[src/rtl/button_pkg.sv]
// button_pkg: shared types and constants for the debounced pushbutton reader.
// The board clock rate sets the default debounce and long-press times.

package button_pkg;

   localparam int CLK_HZ        = 12000000;
   localparam int PRESS_COUNT_W = 8;

   typedef enum logic [2:0] {
      IDLE,
      DEB_PRESS,
      HELD,
      LONG_HELD,
      DEB_RELEASE
   } btn_state_t;

endpackage

[src/rtl/btn_sync.sv]
// btn_sync: two-flop synchroniser for one asynchronous input bit.
// Both flops reset to RESET_VAL, so an idle pin reads as its inactive level.

module btn_sync #(
   parameter logic RESET_VAL = 1'b1
) (
   input  logic clk,
   input  logic rst,
   input  logic d,
   output logic q
);

   logic meta;

   // Two-stage capture of the raw pin into the clk domain.
   always_ff @(posedge clk) begin
      // NOTE: non-blocking assignments make meta and q behave as a real
      // two-flop chain; blocking ones would collapse it to a single flop.
      if (rst) begin
         meta <= RESET_VAL;
         q    <= RESET_VAL;
      end else begin
         meta <= d;
         q    <= meta;
      end
   end

endmodule

[src/rtl/button_reader.sv]
// button_reader: synchronises and debounces an active-low pushbutton,
// producing a clean level, one-cycle press/release/long-press pulses and a
// wrapping press counter. All outputs are registered.
// Optional feature macro: BUTTON_READER_LONG_PRESS_EN enables the long-press
// detector (LONG_HELD state, lcnt, long_done); without it long_pulse is 0.

module button_reader
   import button_pkg::*;
#(
   parameter int DEBOUNCE_TICKS = CLK_HZ / 100,
   parameter int LONG_TICKS     = CLK_HZ
) (
   input  logic                     clk,
   input  logic                     rst,
   input  logic                     btn_n,
   output logic                     pressed,
   output logic                     press_pulse,
   output logic                     release_pulse,
   output logic                     long_pulse,
   output logic [PRESS_COUNT_W-1:0] press_count
);

   localparam int            DW        = $clog2(DEBOUNCE_TICKS);
   localparam logic [DW-1:0] DCNT_LAST = DW'(DEBOUNCE_TICKS - 1);

   btn_state_t               state, state_nx;
   logic [DW-1:0]            dcnt, dcnt_nx;
   logic                     pressed_nx, press_pulse_nx, release_pulse_nx;
   logic [PRESS_COUNT_W-1:0] press_count_nx;
   logic                     btn_sync_n;
   logic                     s;

`ifdef BUTTON_READER_LONG_PRESS_EN
   localparam int            LW        = $clog2(LONG_TICKS);
   localparam logic [LW-1:0] LCNT_LAST = LW'(LONG_TICKS - 1);

   logic [LW-1:0] lcnt, lcnt_nx;
   logic          long_done, long_done_nx;
   logic          long_pulse_nx;
`endif

   // Tick counts below 2 are illegal; this block elaborates to no hardware.
   if (DEBOUNCE_TICKS < 2 || LONG_TICKS < 2) begin : g_bad_tick_params
   end

   btn_sync #(.RESET_VAL(1'b1)) u_sync (
      .clk (clk),
      .rst (rst),
      .d   (btn_n),
      .q   (btn_sync_n)
   );

   // s is 1 while the synchronised pin is low (button pressed).
   assign s = ~btn_sync_n;

   // Next-state and next-output logic of the debounce FSM.
   always_comb begin
      // NOTE: every variable gets a default before the case so that no path
      // leaves one unassigned, which would otherwise infer a latch.
      state_nx         = state;
      dcnt_nx          = dcnt;
      pressed_nx       = pressed;
      press_pulse_nx   = 1'b0;
      release_pulse_nx = 1'b0;
      press_count_nx   = press_count;
`ifdef BUTTON_READER_LONG_PRESS_EN
      lcnt_nx          = lcnt;
      long_done_nx     = long_done;
      long_pulse_nx    = 1'b0;
`endif
      case (state)
         IDLE: begin
            if (s) begin
               state_nx = DEB_PRESS;
               dcnt_nx  = '0;
            end
         end
         DEB_PRESS: begin
            if (!s) begin
               state_nx = IDLE;
            end else if (dcnt == DCNT_LAST) begin
               state_nx       = HELD;
               pressed_nx     = 1'b1;
               press_pulse_nx = 1'b1;
               press_count_nx = press_count + 1'b1;
`ifdef BUTTON_READER_LONG_PRESS_EN
               lcnt_nx        = '0;
`endif
            end else begin
               dcnt_nx = dcnt + 1'b1;
            end
         end
         HELD: begin
            if (!s) begin
               state_nx = DEB_RELEASE;
               dcnt_nx  = '0;
`ifdef BUTTON_READER_LONG_PRESS_EN
            end else if (lcnt == LCNT_LAST) begin
               state_nx      = LONG_HELD;
               long_pulse_nx = 1'b1;
               long_done_nx  = 1'b1;
            end else begin
               lcnt_nx = lcnt + 1'b1;
`endif
            end
         end
`ifdef BUTTON_READER_LONG_PRESS_EN
         LONG_HELD: begin
            if (!s) begin
               state_nx = DEB_RELEASE;
               dcnt_nx  = '0;
            end
         end
`endif
         DEB_RELEASE: begin
            if (s) begin
               // Release bounce: resume where the press left off; lcnt is
               // untouched so the long press is neither retriggered nor delayed.
`ifdef BUTTON_READER_LONG_PRESS_EN
               state_nx = long_done ? LONG_HELD : HELD;
`else
               state_nx = HELD;
`endif
            end else if (dcnt == DCNT_LAST) begin
               state_nx         = IDLE;
               pressed_nx       = 1'b0;
               release_pulse_nx = 1'b1;
`ifdef BUTTON_READER_LONG_PRESS_EN
               long_done_nx     = 1'b0;
`endif
            end else begin
               dcnt_nx = dcnt + 1'b1;
            end
         end
         default: begin
            state_nx = IDLE;
         end
      endcase
   end

   // State, counter and registered-output update; reset wins over everything.
   always_ff @(posedge clk) begin
      if (rst) begin
         state         <= IDLE;
         dcnt          <= '0;
         pressed       <= 1'b0;
         press_pulse   <= 1'b0;
         release_pulse <= 1'b0;
         press_count   <= '0;
      end else begin
         state         <= state_nx;
         dcnt          <= dcnt_nx;
         pressed       <= pressed_nx;
         press_pulse   <= press_pulse_nx;
         release_pulse <= release_pulse_nx;
         press_count   <= press_count_nx;
      end
   end

`ifdef BUTTON_READER_LONG_PRESS_EN
   // Long-press counter, flag and pulse registers.
   always_ff @(posedge clk) begin
      if (rst) begin
         lcnt       <= '0;
         long_done  <= 1'b0;
         long_pulse <= 1'b0;
      end else begin
         lcnt       <= lcnt_nx;
         long_done  <= long_done_nx;
         long_pulse <= long_pulse_nx;
      end
   end
`else
   assign long_pulse = 1'b0;
`endif

endmodule

[config.mk]
export PLATFORM = sky130hd
export DESIGN_NAME = button_reader
export DESIGN_NICKNAME = d
export VERILOG_FILES = /design/src/rtl/button_pkg.sv /design/src/rtl/btn_sync.sv /design/src/rtl/button_reader.sv
export SDC_FILE = /design/constraint.sdc
export NUM_CORES = 1
export LEC_CHECK = 0
export ABC_AREA = 1
export CAP_MARGIN = 20
export CORE_MARGIN = 4
export CORE_UTILIZATION = 62
export DETAILED_ROUTE_END_ITERATION = 8
export PLACE_DENSITY_LB_ADDON = 0.25
export SLEW_MARGIN = 20
export SYNTH_ARGS = -nofsm -noshare
export SYNTH_HDL_FRONTEND = slang
export SYNTH_HIERARCHICAL = 1
export SYNTH_SLANG_ARGS = --single-unit
export TNS_END_PERCENT = 10
[constraint.sdc]
create_clock -name clk -period 2.5 [get_ports clk]
set_input_delay 0.375 -clock clk [delete_from_list [all_inputs] [get_ports clk]]
set_output_delay 0.375 -clock clk [all_outputs]
set_load 0.01 [all_outputs]
==> results of run 1 <==
## cells in the final DEF (no fill, tap or decap), types with 2 or more instances in the layout
cell               n
nand2_1          101
nor2_1            42
nand3_1           33
dfxtp_1           33
inv_1             27
a21oi_1           22
clkdlybuf4s50_1   13
nand4_1            8
o21ai_0            6
clkbuf_4           5
inv_2              4
nor2_4             3
nand2_2            3
nor3_1             3
xor2_1             3
nor2_2             2
nand3b_1           2
o21bai_1           2
xnor2_1            2
ha_1               2
## cells in the mapped netlist, types with 2 or more instances
master / instances
nor3_1: 3
clkbuf_1: 2
xnor2_1: 2
nand2_1: 101
nand3b_1: 2
dfxtp_1: 33
nand3_1: 33
xor2_1: 3
inv_2: 4
inv_1: 27
a21oi_1: 22
ha_1: 2
o21bai_1: 2
nor2_2: 2
buf_2: 2
nand2_2: 3
o21ai_0: 6
nor2_1: 42
nor2_4: 3
nand4_1: 8
## where the power goes
group          total, uW  switching (uW)  internal [uW]
registers            586            32.0            554
logic                493             366            127
clock network        421             182            239
total               1500             580            920
## cells by family (layout without fill, tap and decap cells)
group,after synthesis,in the layout,share of synthesized area
AO/OA/AOI/OAI,33,33,0.0902
XOR/XNOR,5,5,0.0224
adder cells (fa/ha/maj),2,2,0.0128
buffers and inverters,38,54,0.0800
flip-flops,33,33,0.338
other,1,1,0.00192
AND/OR/NAND/NOR,200,200,0.455
## flip-flops by register name (all words and copies together), names as in the netlist
| signal | count |
|---|---|
| dcnt | 17 |
| press_count | 8 |
| state | 3 |
| press_pulse | 1 |
| pressed | 1 |
| release_pulse | 1 |
| u_sync/meta | 1 |
| u_sync/q | 1 |
## through the flow
stage,area [sq um],instances,total power (uW)
after floorplan,1960,312,1010
after global placement,2110,364,1080
after detailed placement,2110,364,1090
after CTS,2200,372,1510
after global routing,2200,372,1610
final,2200,372,1500
## worst max-delay path by stage
| stage | startpoint | depth (start not counted) | endpoint | slack, ns |
|---|---|---|---|---|
| after global routing | dcnt[0]$_SDFFE_PP0P_ | 8 | state[1]$_SDFFE_PP0P_ | 0.53 |
| after floorplan | dcnt[0]$_SDFFE_PP0P_ | 8 | press_count[5]$_SDFFE_PP0P_ | 1.03 |
| after global placement | rst | 6 | dcnt[2]$_SDFFE_PP0P_ | 0.74 |
| after detailed placement | rst | 6 | dcnt[16]$_SDFFE_PP0P_ | 0.67 |
| after CTS | dcnt[1]$_SDFFE_PP0P_ | 9 | dcnt[16]$_SDFFE_PP0P_ | 0.72 |
| final | state[2]$_SDFFE_PP0P_ | 8 | dcnt[12]$_SDFFE_PP0P_ | 0.72 |
## routing by layer
metal / GRT usage / part of all wire
met5: 0 / 0
met1: 0.316 / 0.47
met4: 0.0792 / 0.011
met2: 0.365 / 0.46
met3: 0.0475 / 0.063
## cell type report
cell class	count	area (sq um)	area share
multi-input combinational	241	1140	0.518
sequential	33	661	0.301
tap	44	55.1	0.0251
clock inverter	1	30.0	0.0137
timing repair buffer	14	138	0.0626
inverter	32	120	0.0547
clock buffer	7	55.1	0.0251
## worst register-to-register path: cells and delay by family (launching register included)
kind	cells	cell delay (ns)
compound gates	1	0.13
buf+inv	2	0.41
flops	1	0.41
simple gates	5	0.77
==> metrics.md, run 1 <==
| Metric | Value |
|---|---|
| Full die area | 4120 sq um |
| Routed Wire Length | roughly 4300 um |
| Synthesis-to-finish area growth | 12.3% |
| Root Driver | clkbuf_4 |
| Initial core utilization | 0.646 |
| Synth Flop Type | dfxtp_1 |
| Die Ht | around 64 um |
| Status | finished clean |
| Setup CP Type | flop to flop |
| Drt initial violations | 166 |
| Reg2reg setup slack | 0.72 ns |
| Gr usage total | 0.232 |
| Largest net degree at the start of global routing | 15 |
| Final Hold Vio Count | 0 |
| CP startpoint kind | flop |
| Final ANT Viol Nets | 0 |
| Layout cells sized above 1 | 0.0732 |
| Post-DP HPWL | between 3000 and 4000 um |
| CP top delay family | simple AND/OR/NAND/NOR gates |
| Yosys reg bits | 33 |
| Num CTS Buffers | 5 |
| Fin crit period | 1.78 ns |
| Synth area leader | dfxtp_1 |
| Critical-path cell list | inv_2 > nand3_1 > nand2_1 > inv_1 > nor2_1 > nor2_1 > nand2_1 > a21oi_2 |
| Remaining DRCs | 0 |
| Setup-failing EPs final | 0 |
| Asr flop ratio synth | 0 |
| Crit end category | flop |
| Max FO, Critical Path | 11 |
| IO Port Bufs | 13 |
| Die X | roughly 64 um |
| CP max-delay cell | dfxtp_1 |
| Hold path cells | 2 |
| CTS sink count | 33 |
| Class of the worst hold path | flop to flop |
| RSZ-0062 raised after global routing | false |
| WHS | 0.421 ns |
| Latest clock arrival within the worst-skew pair | 0.33 ns |
| Clk slew on worst S/H paths | approximately 0.10 ns |
| Synthesis warning total | 6 |
| Hold path start | u_sync/meta$_SDFF_PP1_ |
| PnR worst setup slack | 0.720 ns |
| Final core utilization | 0.726 |
| WP buf/inv | 2 |
| Net count, final | about 330 |
| Leakage power | 0.000846 uW |
| Gr ovfl total | 0 |
| Setup Fix Bufs, Post-CTS | 0 |
| Pwr dens | 683 nW/um^2 |
| Post-Synthesis Cells | 312 |
| Arr. time, crit path | 2.06 ns |
| Via count | 1954 |
| Core area | about 3000 sq um |
| Required @ worst endpoint | roughly 2.8 ns |
| Rows | 20 |
| Setup tns final | 0 ns |
| WHS Endpoint | u_sync/q$_SDFF_PP1_ |
| # fillers | between 200 and 300 |
| Mean Syn Cell Area | 6.27 sq um |
| CTS tree | done |
| Io pins | 15 |
| Setup WS pre-CTS | about 0.67 ns |
| Vias per std cell | 5.25 |
| Reg-to-reg startpoint | state[2]$_SDFFE_PP0P_ |
| First-pass GRT wire length | about 8000 um |
| VDD IR max | around 0.55 mV |
| Final Cycle Share | 0.712 |
| Routability cong. | 0.910 |
| EDFF count, synth | 0 |
| Max Clock Freq | roughly 560 MHz |
| Mapped Area | 1960 sq um |
| Post-route clock skew | around 0.0065 ns |
| H-tree depth | 2 |
| Antenna diodes | 0 |
| Antenna violations before repair | 0 |
| Area contributors post-synth | dfxtp_1 (34%), nand2_1 (19%), nand3_1 (8.4%) |
| Number of global-route vias before repair | around 1700 |
| FF-to-FF path depth | 8 |
| Slew Limit Fails | 0 |
| Hold_buf cts | 0 |
| Bufs on Longest Clock Path | 2 |
| Initial DRT Pass Iterations | 5 |
| CP max stage delay | 0.41 ns |
| Distinct cells, synth | 30 |
| Syn_nets | approximately 320 |
| DR WL/cell | 11.6 um |
| Quantity of gates resized following cts | 0 |
| Number of max-cap violations | 0 |
| Yosys top cell area share | 0.338 |
| RR Endpoint | dcnt[12]$_SDFFE_PP0P_ |
| Sequential area share after synthesis | 0.338 |
Note: power is estimated with default switching activity, not from simulation.
==> run 2, diff against run 1 <==
Settings changed: CORE_UTILIZATION 62 to 52.
Clock period 2.5 ns to 1.5 ns, I/O delays scaled along.
==> run 2 against run 1 <==
Wire length increased by 15%. Non-clock buffer count increased by 32. Sequential share of layout area decreased by 3.9 points. Final area increased by 17%. Register-to-register slack got worse by 0.68 ns. Clock skew decreased by 0.0021 ns. Sequential cell count unchanged. Die area increased by 17%. Clock power increased by 52%.
==> metrics.md, run 2 (synthesis gave the netlist of run 1 again) <==
| Metric | Value |
|---|---|
| CTS sink count | 33 (unchanged) |
| Root Driver | clkbuf_8 (was clkbuf_4) |
| Net Switching | 1090 uW (was 580 uW) |
| Largest net degree at the start of global routing | 21 (was 15) |
| Status | finished clean (unchanged) |
| Arr. time, crit path | 1.63 ns (was 2.06 ns) |
| Final core utilization | 0.705 (was 0.726) |
| Slew Limit Fails | 0 (unchanged) |
| Max Clock Freq | 687 MHz (was 562 MHz) |
| Clock power frac | 0.230 (was 0.281) |
| Gr usage total | 0.205 (was 0.232) |
| Int Power | 1700 uW (was 920 uW) |
| Core area | 3660 sq um (was 3030 sq um) |
| Die X | 69.3 um (was 64.2 um) |
| Synthesis-to-finish area growth | 32.0% (was 12.3%) |
| H-tree depth | 2 (unchanged) |
| First-pass GRT wire length | 8080 um (was 7780 um) |
| Antenna violations before repair | 0 (unchanged) |
| Clk slew on worst S/H paths | 0.06 ns (was 0.10 ns) |
| Switching share of total power | 0.390 (was 0.387) |
| Drt initial violations | 164 (was 166) |
| Most common cell after layout, fill and taps aside | nand2_1 (unchanged) |
| Number of global-route vias before repair | 1830 (was 1744) |
| Setup tns final | 0 ns (unchanged) |
| Routed Wire Length | 4980 um (was 4310 um) |
| Leakage power | 0.00103 uW (was 0.000846 uW) |
| IO Port Bufs | 13 (unchanged) |
| Io pins | 15 (unchanged) |
| Die Ht | 69.3 um (was 64.2 um) |
| Fin crit period | 1.46 ns (was 1.78 ns) |
| Rows | 22 (was 20) |
| DR WL/cell | 12.2 um (was 11.6 um) |
| Layout cells sized above 1 | 0.231 (was 0.0732) |
| Pwr dens | 1080 nW/um^2 (was 683 nW/um^2) |
| Pwr Total | 2780 uW (was 1500 uW) |
| Remaining DRCs | 0 (unchanged) |
| RSZ-0062 raised after global routing | true (was false) |
| CTS tree | done (unchanged) |
| Max reg flops | 17 (unchanged) |
| Required @ worst endpoint | 1.67 ns (was 2.78 ns) |
| Sequential share of power | 0.358 (was 0.391) |
| Routability cong. | 0.890 (was 0.910) |
| Most frequent cells in the layout | nand2_1 (100), nor2_1 (34), nand3_1 (29), buf_4 (29), inv_1 (27) (was nand2_1 (101), nor2_1 (42), nand3_1 (33), dfxtp_1 (33), inv_1 (27)) |
| Final Cycle Share | 0.971 (was 0.712) |
| Net count, final | 364 (was 332) |
| Class of the worst hold path | flop to flop (unchanged) |
| Via count | 2088 (was 1954) |
| Setup-failing EPs final | 0 (unchanged) |
| Final ANT Viol Nets | 0 (unchanged) |
| Gr ovfl total | 0 (unchanged) |
| CP Launch Point | state[0]$_SDFFE_PP0P_ (was state[2]$_SDFFE_PP0P_) |
| # fillers | 301 (was 260) |
| CP startpoint kind | flop (unchanged) |
| Full die area | 4810 sq um (was 4120 sq um) |
| Reg-to-reg startpoint | state[0]$_SDFFE_PP0P_ (was state[2]$_SDFFE_PP0P_) |
| Initial core utilization | 0.534 (was 0.646) |
| Hold path start | u_sync/meta$_SDFF_PP1_ (unchanged) |
| Combinational power share | 0.411 (was 0.329) |
| VDD IR max | 1.19 mV (was 0.547 mV) |
| Biggest regs | dcnt x17, press_count x8, state x3 (unchanged) |
| Bufs on Longest Clock Path | 2 (unchanged) |
| Fin cells | 408 (was 372) |
| Setup CP Type | flop to flop (unchanged) |
| Largest Register | dcnt (unchanged) |
| Vias per std cell | 5.12 (was 5.25) |
| Latest clock arrival within the worst-skew pair | 0.29 ns (was 0.33 ns) |
| Max FO, Critical Path | 5 (was 11) |
| Antenna diodes | 0 (unchanged) |
| Post-route clock skew | 0.00433 ns (was 0.00647 ns) |
| Initial DRT Pass Iterations | 4 (was 5) |
| Final Hold Vio Count | 0 (unchanged) |
| Crit end category | flop (unchanged) |
| Post-DP HPWL | 3510 um (was 3220 um) |
| # placed instances | 398 (was 364) |
| Number of max-cap violations | 0 (unchanged) |
| Num CTS Buffers | 5 (unchanged) |
[run 2: final timing paths]
path | cells after the start | end | slack, ns
worst max-delay path | 11 | dcnt[2]$_SDFFE_PP0P_ | 0.04
worst min register to register | 2 | u_sync/q$_SDFF_PP1_ | 0.40
worst max register to register | 11 | dcnt[2]$_SDFFE_PP0P_ | 0.04
worst min-delay path | 2 | u_sync/q$_SDFF_PP1_ | 0.40
[run 2: timing repair]
| item | in CTS | in global routing |
|---|---|---|
| gates resized for setup | 4 | 34 |
| endpoints found under the setup margin | 12 | 33 |
| cloned | 0 | 0 |
| hold buffers | 0 | 0 |
| pin swaps | 0 | 2 |
| buffers inserted | 0 | 2 |
[run 2: final cells by class]
cell class / count / area, sq um / area share
multi-input cells: 241 / 1230 / 0.476
well taps: 48 / 60.1 / 0.0233
clock buffers: 6 / 72.6 / 0.0281
flip-flops and latches: 33 / 676 / 0.262
inverters: 32 / 123 / 0.0475
clock inverters: 2 / 10.0 / 0.00388
repair buffers: 46 / 410 / 0.159
[run 2: per-layer routing]
metal  part of all wire  global-route usage  wire, um
met1               0.45               0.271      2250
met2               0.49               0.331      2410
met3              0.043              0.0522       215
met4              0.020              0.0586        99
met5                  0                   0         0
[run 2: power groups by stage]
stage	combinational (uW)	clock (uW)	sequential, uW
3_5_place_dp	920	0	989
4_1_cts	936	668	969
2_1_floorplan	690	0	987
6_report	1140	641	997
3_3_place_gp	905	0	987
5_1_grt	1230	706	1000
[run 2: per-stage QoR]
stage | hold slack, ns | setup slack (ns) | instance area, sq um
finish | 0.404 | 0.0439 | 2580
global route | 0.432 | -0.0539 | 2580
CTS | 0.407 | -0.0482 | 2450
detailed placement | 0.391 | -0.0996 | 2350
global placement | 0.382 | -0.0206 | 2350
floorplan | 0.317 | 0.0267 | 1960
[run 2: critical path: stages, from the launching register on]
cell     delay (ns)
dfxtp_2        0.39
nor2_4         0.07
nand2_1        0.06
nand2_1        0.04
nand2_1        0.15
nand2_1        0.12
nor2_4         0.13
nand2_4        0.08
nand2_1        0.10
inv_1          0.09
nand2_1        0.06
nand2_1        0.05
